`config.mk`:
```
export PLATFORM = sky130hd
export DESIGN_NAME = fu_alu_pipe
export DESIGN_NICKNAME = d
export VERILOG_FILES = /design/src/rtl/fu_alu_pipe.sv
export SDC_FILE = /design/constraint.sdc
export NUM_CORES = 1
export LEC_CHECK = 0
export CORE_MARGIN = 2
export CORE_UTILIZATION = 45
export DETAILED_ROUTE_END_ITERATION = 8
export MAX_ROUTING_LAYER = met4
export PLACE_DENSITY = 0.75
export SLEW_MARGIN = 20
export SYNTH_ARGS = -nofsm -noshare
export SYNTH_HDL_FRONTEND = slang
export SYNTH_SLANG_ARGS = --single-unit
```
`constraint.sdc`:
```
create_clock -name clock -period 4.4 [get_ports clock]
set_input_delay 0.88 -clock clock [delete_from_list [all_inputs] [get_ports clock]]
set_output_delay 0.88 -clock clock [all_outputs]
set_load 0.03 [all_outputs]
```
`src/rtl/fu_alu_pipe.sv`:
```
// Pipelined integer ALU functional unit with elastic output stages and squash.
// Optional performance counters are compiled in with FU_ALU_PIPE_PERF_EN.
`ifndef XLEN
`define XLEN 32
`endif

package fu_alu_pkg;
   localparam logic [2:0] OPA_IS_RS1  = 3'd0;
   localparam logic [2:0] OPA_IS_NPC  = 3'd1;
   localparam logic [2:0] OPA_IS_PC   = 3'd2;
   localparam logic [2:0] OPA_IS_ZERO = 3'd3;

   localparam logic [2:0] OPB_IS_RS2   = 3'd0;
   localparam logic [2:0] OPB_IS_I_IMM = 3'd1;
   localparam logic [2:0] OPB_IS_S_IMM = 3'd2;
   localparam logic [2:0] OPB_IS_B_IMM = 3'd3;
   localparam logic [2:0] OPB_IS_U_IMM = 3'd4;
   localparam logic [2:0] OPB_IS_J_IMM = 3'd5;

   localparam logic [3:0] ALU_ADD  = 4'd0;
   localparam logic [3:0] ALU_SUB  = 4'd1;
   localparam logic [3:0] ALU_AND  = 4'd2;
   localparam logic [3:0] ALU_OR   = 4'd3;
   localparam logic [3:0] ALU_XOR  = 4'd4;
   localparam logic [3:0] ALU_SLT  = 4'd5;
   localparam logic [3:0] ALU_SLTU = 4'd6;
   localparam logic [3:0] ALU_SLL  = 4'd7;
   localparam logic [3:0] ALU_SRL  = 4'd8;
   localparam logic [3:0] ALU_SRA  = 4'd9;

   typedef struct packed {
      logic [31:0]       inst;
      logic [`XLEN-1:0]  pc;
      logic [`XLEN-1:0]  npc;
      logic [`XLEN-1:0]  rs1_value;
      logic [`XLEN-1:0]  rs2_value;
      logic [2:0]        opa_select;
      logic [2:0]        opb_select;
      logic [3:0]        alu_func;
      logic              rd_mem;
      logic              wr_mem;
      logic              cond_branch;
      logic              uncond_branch;
      logic              halt;
      logic [5:0]        pr_idx;
      logic [4:0]        ar_idx;
      logic [4:0]        rob_idx;
      logic              valid;
   } ISSUE_FU_PACKET;

   typedef struct packed {
      logic [`XLEN-1:0]  dest_value;
      logic              take_branch;
      logic [`XLEN-1:0]  target_pc;
      logic [`XLEN-1:0]  opa;
      logic [`XLEN-1:0]  opb;
      logic              rd_mem;
      logic              wr_mem;
      logic              halt;
      logic [5:0]        pr_idx;
      logic [4:0]        ar_idx;
      logic [4:0]        rob_idx;
      logic              valid;
   } FU_COMPLETE_PACKET;
endpackage

module fu_alu_pipe
   import fu_alu_pkg::*;
#(
   parameter int STAGES = 2,
   parameter int XLEN   = `XLEN
) (
   input  logic              clock,
   input  logic              reset_n,
   input  logic              squash,
   input  logic              complete_stall,
   input  ISSUE_FU_PACKET    fu_issue_in,
   output logic              fu_ready,
   output logic              want_to_complete,
   output FU_COMPLETE_PACKET fu_packet_out
`ifdef FU_ALU_PIPE_PERF_EN
   ,
   output logic [31:0]       perf_ops,
   output logic [31:0]       perf_stall_cycles
`endif
);

   function automatic logic [XLEN-1:0] alu(input logic [XLEN-1:0] a,
                                           input logic [XLEN-1:0] b,
                                           input logic [3:0]      func);
      logic signed [XLEN-1:0] sa;
      logic signed [XLEN-1:0] sb;
      sa = a;
      sb = b;
      case (func)
         ALU_ADD:  return a + b;
         ALU_SUB:  return a - b;
         ALU_AND:  return a & b;
         ALU_OR:   return a | b;
         ALU_XOR:  return a ^ b;
         ALU_SLT:  return XLEN'(sa < sb);
         ALU_SLTU: return XLEN'(a < b);
         ALU_SLL:  return a << b[4:0];
         ALU_SRL:  return a >> b[4:0];
         ALU_SRA:  return sa >>> b[4:0];
         default:  return '0;
      endcase
   endfunction

   function automatic logic brcond(input logic [XLEN-1:0] a,
                                   input logic [XLEN-1:0] b,
                                   input logic [2:0]      funct3);
      logic signed [XLEN-1:0] sa;
      logic signed [XLEN-1:0] sb;
      sa = a;
      sb = b;
      case (funct3)
         3'b000:  return a == b;
         3'b001:  return a != b;
         3'b100:  return sa < sb;
         3'b101:  return sa >= sb;
         3'b110:  return a < b;
         3'b111:  return a >= b;
         default: return 1'b0;
      endcase
   endfunction

   logic [31:0]       inst;
   logic [XLEN-1:0]   opa;
   logic [XLEN-1:0]   opb;
   logic [XLEN-1:0]   dest_value;
   logic              is_branch;
   logic              accept;
   logic              unused_opcode;
   FU_COMPLETE_PACKET comp_pkt;

   logic              vld_p  [STAGES];
   logic              load_p [STAGES];
   FU_COMPLETE_PACKET pkt_p  [STAGES];

   assign inst          = fu_issue_in.inst;
   assign unused_opcode = ^inst[6:0];

   always_comb begin
      case (fu_issue_in.opa_select)
         OPA_IS_RS1:  opa = fu_issue_in.rs1_value;
         OPA_IS_NPC:  opa = fu_issue_in.npc;
         OPA_IS_PC:   opa = fu_issue_in.pc;
         OPA_IS_ZERO: opa = '0;
         default:     opa = XLEN'(32'hdeadfbac);
      endcase
      case (fu_issue_in.opb_select)
         OPB_IS_RS2:   opb = fu_issue_in.rs2_value;
         OPB_IS_I_IMM: opb = {{(XLEN-12){inst[31]}}, inst[31:20]};
         OPB_IS_S_IMM: opb = {{(XLEN-12){inst[31]}}, inst[31:25], inst[11:7]};
         OPB_IS_B_IMM: opb = {{(XLEN-13){inst[31]}}, inst[31], inst[7], inst[30:25], inst[11:8], 1'b0};
         OPB_IS_U_IMM: opb = XLEN'($signed({inst[31:12], 12'b0}));
         OPB_IS_J_IMM: opb = {{(XLEN-21){inst[31]}}, inst[31], inst[19:12], inst[20], inst[30:21], 1'b0};
         default:      opb = XLEN'(32'hfacefeed);
      endcase
      dest_value = alu(opa, opb, fu_issue_in.alu_func);
      is_branch  = fu_issue_in.cond_branch | fu_issue_in.uncond_branch;

      comp_pkt             = '0;
      comp_pkt.dest_value  = dest_value;
      comp_pkt.take_branch = fu_issue_in.uncond_branch |
                             (fu_issue_in.cond_branch &
                              brcond(fu_issue_in.rs1_value, fu_issue_in.rs2_value, inst[14:12]));
      comp_pkt.target_pc   = is_branch ? dest_value : '0;
      comp_pkt.opa         = opa;
      comp_pkt.opb         = fu_issue_in.rs2_value;
      comp_pkt.rd_mem      = fu_issue_in.rd_mem;
      comp_pkt.wr_mem      = fu_issue_in.wr_mem;
      comp_pkt.halt        = fu_issue_in.halt;
      comp_pkt.pr_idx      = fu_issue_in.pr_idx;
      comp_pkt.ar_idx      = fu_issue_in.ar_idx;
      comp_pkt.rob_idx     = fu_issue_in.rob_idx;
      comp_pkt.valid       = fu_issue_in.valid;
   end

   // A stage loads when its current occupant leaves or it is empty; bubbles collapse.
   always_comb begin
      logic go;
      go = !vld_p[STAGES-1] | !complete_stall;
      load_p[STAGES-1] = go;
      for (int i = STAGES - 2; i >= 0; i--) begin
         go        = !vld_p[i] | go;
         load_p[i] = go;
      end
   end

   assign fu_ready = load_p[0];
   assign accept   = fu_issue_in.valid & fu_ready;

   // Stage boundary: issue -> stage 0 -> ... -> output stage
   always_ff @(posedge clock or negedge reset_n) begin
      if (!reset_n) begin
         for (int i = 0; i < STAGES; i++) begin
            vld_p[i] <= 1'b0;
            pkt_p[i] <= '0;
         end
      end else begin
         if (squash) begin
            for (int i = 0; i < STAGES; i++) vld_p[i] <= 1'b0;
         end else begin
            if (load_p[0]) vld_p[0] <= accept;
            for (int i = 1; i < STAGES; i++) begin
               if (load_p[i]) vld_p[i] <= vld_p[i-1];
            end
         end
         if (load_p[0]) pkt_p[0] <= comp_pkt;
         for (int i = 1; i < STAGES; i++) begin
            if (load_p[i]) pkt_p[i] <= pkt_p[i-1];
         end
      end
   end

   always_comb begin
      fu_packet_out       = pkt_p[STAGES-1];
      fu_packet_out.valid = vld_p[STAGES-1];
   end

   assign want_to_complete = vld_p[STAGES-1];

`ifdef FU_ALU_PIPE_PERF_EN
   always_ff @(posedge clock or negedge reset_n) begin
      if (!reset_n) begin
         perf_ops          <= '0;
         perf_stall_cycles <= '0;
      end else begin
         if (accept) perf_ops <= perf_ops + 32'd1;
         if (want_to_complete & complete_stall) perf_stall_cycles <= perf_stall_cycles + 32'd1;
      end
   end
`endif

endmodule

```
### Yosys cells after proc, flatten, opt, wreduce, memory -nomap -nowiden

Index checks and enable logic that the tools add are counted.

| storage, ports and cells | value |
|---|---|
| word-level logic and storage cells | 85 |
| output and inout bits | 151 |
| bits in registers | 298 |
| input port bits | 196 |

| cells by class | value |
|---|---|
| reductions and logical operators | 9 |
| add/subtract/negate cells | 2 |
| muxes and demuxes | 8 |
| bitwise logic cells | 9 |
| equality and inequality tests | 24 |
| magnitude comparators | 6 |
| shift operators | 3 |

Operator list:

| operator | number |
|---|---|
| 32-bit case mux with 10 select lines | 1 |
| 32-bit case mux with 6 select lines | 1 |
| 32-bit less-than comparator | 4 |
| 32-bit case mux with 4 select lines | 1 |
| 32-bit greater-or-equal comparator | 2 |
| 32-bit adder | 1 |
| 32-bit bitwise AND | 1 |
| 32-bit == test | 1 |
| 32-bit two-way mux | 1 |
| 32-bit != test | 1 |
| 32-bit OR | 1 |
| 32-bit by 5-bit left shift with 32-bit output | 1 |
| 32-bit by 5-bit right shift with 32-bit output | 1 |
| 32-bit by 5-bit >>> shifter with 32-bit output | 1 |
| 32-bit subtractor | 1 |
| 32-bit XOR | 1 |
| 3-bit == test, second input constant | 6 |
| 4-bit by 3-bit == test with 1-bit output, second input constant | 4 |
| 3-bit by 2-bit == test with 1-bit output, second input constant | 4 |
| 3-bit by 1-bit == test with 1-bit output, second input constant | 3 |
| 3-bit logical NOT | 3 |
| 4-bit by 2-bit == test with 1-bit output, second input constant | 2 |
| 4-bit == test, second input constant | 2 |
| 1-bit case mux with 6 select lines | 1 |
| other kinds (8) | 16 |

### Longest topological paths before layout

| depth | value |
|---|---|
| word-level depth | 6 |
| gate-level depth with buffers | 19 |

### Worst setup path after synthesis

No wires, ideal clock.

| timing path | value |
|---|---|
| path type | input to register |
| start | in fu_issue_in[26] (netlist name) |
| end | reg pkt_p[294] (netlist name) |
| stages | 17 |
| data arrival time | 4.578 ns |
| data required time | 4.271 ns |
| path slack | -0.308 ns |
| buffers on the path | 5 |
| cells stage by stage | buf_2 and2_1 o32ai_2 clkbuf_1 buf_2 buf_1 ha_1 clkbuf_1 a21oi_1 a211oi_2 a2111o_1 nand3_2 a2111o_1 a2111oi_4 o211ai_1 a32oi_1 nand3_1 |

| between the ends | value |
|---|---|
| word-level cells in the longest chain between the ends | 4 |

Ends and longest elaborated chain:

| item | RTL line | text |
|---|---|---|
| start: declaration | 77 | `input ISSUE_FU_PACKET fu_issue_in,` |
| 3-bit == test, or another cell as far along | 152 | `case (fu_issue_in.opb_select)` |
| 32-bit case mux with 6 select lines * | 152 |  |
| 32-bit subtractor, or another cell as far along | 97 | `ALU_SUB: return a - b;` |
| 32-bit case mux with 10 select lines * | 95 | `case (func)` |
| end signal: indexed assignment | 213 | `if (load_p[i]) pkt_p[i] <= pkt_p[i-1];` |
| end: declaration | 139 | `FU_COMPLETE_PACKET pkt_p [STAGES];` |

Mark *: on every way between the ends. The rest lies on a longest branch, timed or not.
A chain may end at the register's enable or synchronous reset.

### Final worst setup path

| timing path | value |
|---|---|
| start | in fu_issue_in[180] (netlist name) |
| end | reg pkt_p[249] (netlist name) |

| between the ends | value |
|---|---|
| word-level cells in the longest chain between the ends | 4 |

Ends and longest elaborated chain:

| item | RTL line | text |
|---|---|---|
| 32-bit case mux with 6 select lines * | 152 |  |
| 32-bit subtractor, or another cell as far along | 97 |  |
| 32-bit case mux with 10 select lines * | 95 |  |
| 32-bit two-way mux * | 169 | `comp_pkt.target_pc = is_branch ? dest_value : '0;` |

Marks and branches as above.

==> impl_metrics.tcl <==
set metrics [dict create \
    ff2ff_setup_slack_ps 2300 \
    cp_max_fo 28 \
    via_per_inst 6.158 \
    cts_tree "built" \
    avgSynthCellArea_um2 8.604 \
    power.density_nw_per_um2 305.2 \
    clockBufferDepth 3 \
    cts_inserted_buffers 31 \
    track_usage_pct 43.79 \
    dieArea_um2 56100 \
    antenna_found_initial 6 \
    boundaryPins 347 \
    path_class "in -> reg" \
    synth_seq_cells 298 \
    rows 85 \
    route.detailed.drc 0 \
    hold_viol_final 0 \
    crit_slowest_cell "a2111oi_1" \
    area.growth.synth_to_final_pct 40.59 \
    cts_root_buf "clkbuf_16" \
    tightest_slew_ps 1149 \
    p_leak_nw 15.54 \
    dp_hpwl_mm 98.82 \
    synth.distinct_cells 107 \
    synth.area.top_cells "dfrtp_1 31%, mux2_2 7.6%, ha_1 6.8%, buf_4 4.8%, nand2_1 4.5%" \
    end_kind "flip-flop" \
    fp.dieW_um 236.9 \
    clock.fmax_mhz 228.4 \
    syn_inst 2836 \
    cts_hold_buf 0 \
    final.setup_skew_ps 35.74 \
    htreeDepth 1 \
    grt_pass1_vias 26830 \
    synth_top_area_cell "dfrtp_1" \
    synth.most_common_cell "dfrtp_1" \
    drive_gt1_share_pct 31.39 \
    cp_top_family "buffers and inverters" \
    rr_worst_depth 7 \
    dr.first_iter.drc_count 3325 \
    synth-edff-count 0 \
    ant_nets 0 \
    worstSkewPairLatency_ps 630 \
    routed_wl_mm 121.7 \
    placed_area_um2 32920 \
    setup_viol 0 \
    final_nets 3985 \
    yosys-top-cells-count "298 x dfrtp_1, 293 x nand2_1, 210 x nor2_1, 208 x a21oi_1, 178 x o21ai_0" \
    setup_tns_ps 0 \
    p_total_mw 10.47 \
    detailedRoute.firstPassIterationCount 6 \
    grt_pass1_wl_mm 176.9 \
    ys_seq_area_share_pct 30.56 \
    peakVddDrop_mv 0.3398 \
    whs_ps 320.4 \
    ys_warn_count 0 \
    wl_per_cell_um 27.81 \
    start_util_pct 45.43 \
    syn_area_um2 24400 \
    cp.required_ps 4900 \
    grt_max_degree 178 \
    worst_r2r_startpoint "want_to_complete" \
    cp_common_cell "buf_4" \
    cp_cell_sequence "clkdlybuf4s50_1 > mux2i_2 > or3_4 > nand2_4 > buf_4 > buf_4 > buf_4 > mux4_2 > nor2_1 > a21oi_1 > a2111oi_1 > a211oi_1 > buf_4 > a31oi_1" \
    finalCritPeriodShare_pct 99.51 \
    hold_class "in -> async" \
    vias 26960 \
    cpPeakStageDelay_ps 940 \
    start_kind "input pin" \
    final_design_area_no_fill_um2 34310 \
    clkSinkCount 298 \
    fin_crit_ps 4379 \
    io_buffers 339 \
    synthFlopType "dfrtp_1" \
    gp_congestion 1.117 \
    relSlewSlack_pct 23.18 \
    synth_nets 3166 \
    synth_top_area_share_pct 30.56 \
    status "complete, no violations" \
    critPathArrivalTime_ps 4880 \
    core_um2 53710 \
    synthArstFlopShare_pct 100.0 \
    maxCapViolCount 0 \
    chipHeight_um 236.9 \
    post-route-util_pct 63.87 \
    slew_violations 0 \
    clk_pin_slew_ps 60 \
    cp.buffers_inverters 5 \
    grt.overflow.total 0 \
    r2r-end "pkt_p[281]" \
]
[per-layer routing]
layer  GRT usage [%]  vias up  wire length (um)
met5               -        -                 0
met4           19.60        0              6966
met3           8.522      359             12060
met2           65.29     1558             52540
met1           57.72    13180             50150
li1                -    11850                 -
[logic make-up after synthesis]
family | after synthesis | share of synthesized area, %
AOI/OAI and AO/OA | 901 | 25.88
and+or+nand+nor | 760 | 14.31
buffers and inverters | 485 | 10.44
DFF | 298 | 30.56
muxes | 232 | 10.94
adders and majority gates | 134 | 6.933
xor gates and xnor gates | 26 | 0.9332
[layout make-up]
cell class	instances	area [um2]
Tap cell	696	870.8
Timing Repair Buffer	1130	9656
Sequential cell	298	7457
Inverter	141	533.0
Clock buffer	44	864.6
Antenna cell	5	12.51
Multi-Input combinational cell	2053	14790
Clock inverter	10	122.6
Fill cell	4557	19400
[registers in the layout (all words and copies together), names as in the netlist]
name	cells
fu_packet_out	148
pkt_p	148
vld_p	1
want_to_complete	1
[worst max path at each step]
stage / from / end / slack, ps / depth (start not counted)
after floorplan: fu_issue_in[26] / pkt_p[294] / -50 / 16
after global placement: fu_issue_in[30] / pkt_p[253] / -1290 / 17
after detailed placement: fu_issue_in[30] / pkt_p[253] / -1320 / 18
after CTS: fu_issue_in[79] / pkt_p[254] / 2 / 16
after global routing: fu_issue_in[30] / pkt_p[293] / -50 / 18
final: fu_issue_in[180] / pkt_p[249] / 20 / 14
[repair_timing]
item,in CTS,in global routing
hold endpoints to repair,0,0
setup buffers,4,5
resized for setup,28,46
gates cloned,1,0
pin swaps,6,20
endpoints found under the setup margin,34,41
[cell usage in the layout, fill, tap and decap left out, drive strengths merged, types with 20 or more instances in the layout]
master         instances
a22oi                 36
nand2                294
a21o                  22
xnor2                 22
o221ai                22
nand4                 20
mux2i                 44
ha                   132
buf                  795
a211oi                50
mux2                 182
o22ai                 20
o211ai                53
dfrtp                298
inv                  142
a221oi                44
nor2                 213
a21oi                212
a31oi                 25
nor3                  66
clkbuf                44
o21ai                230
clkdlybuf4s50        328
nand3                 53
[where the power goes]
part           internal, mW  total [mW]  switching [mW]
Combinational          2.07        4.73            2.66
Sequential             2.99        3.14           0.148
Clock                  1.48        2.60            1.12
Total                  6.54        10.5            3.93
[metrics by stage]
stage          instances  setup slack (ps)
6_report            4377             21.50
3_5_place_dp        4308             -1322
4_1_cts             4367             1.901
5_1_grt             4376            -49.62
3_3_place_gp        4308             -1288
2_1_floorplan       2836            -48.06
No activity file was read; power rests on OpenSTA's default activity.
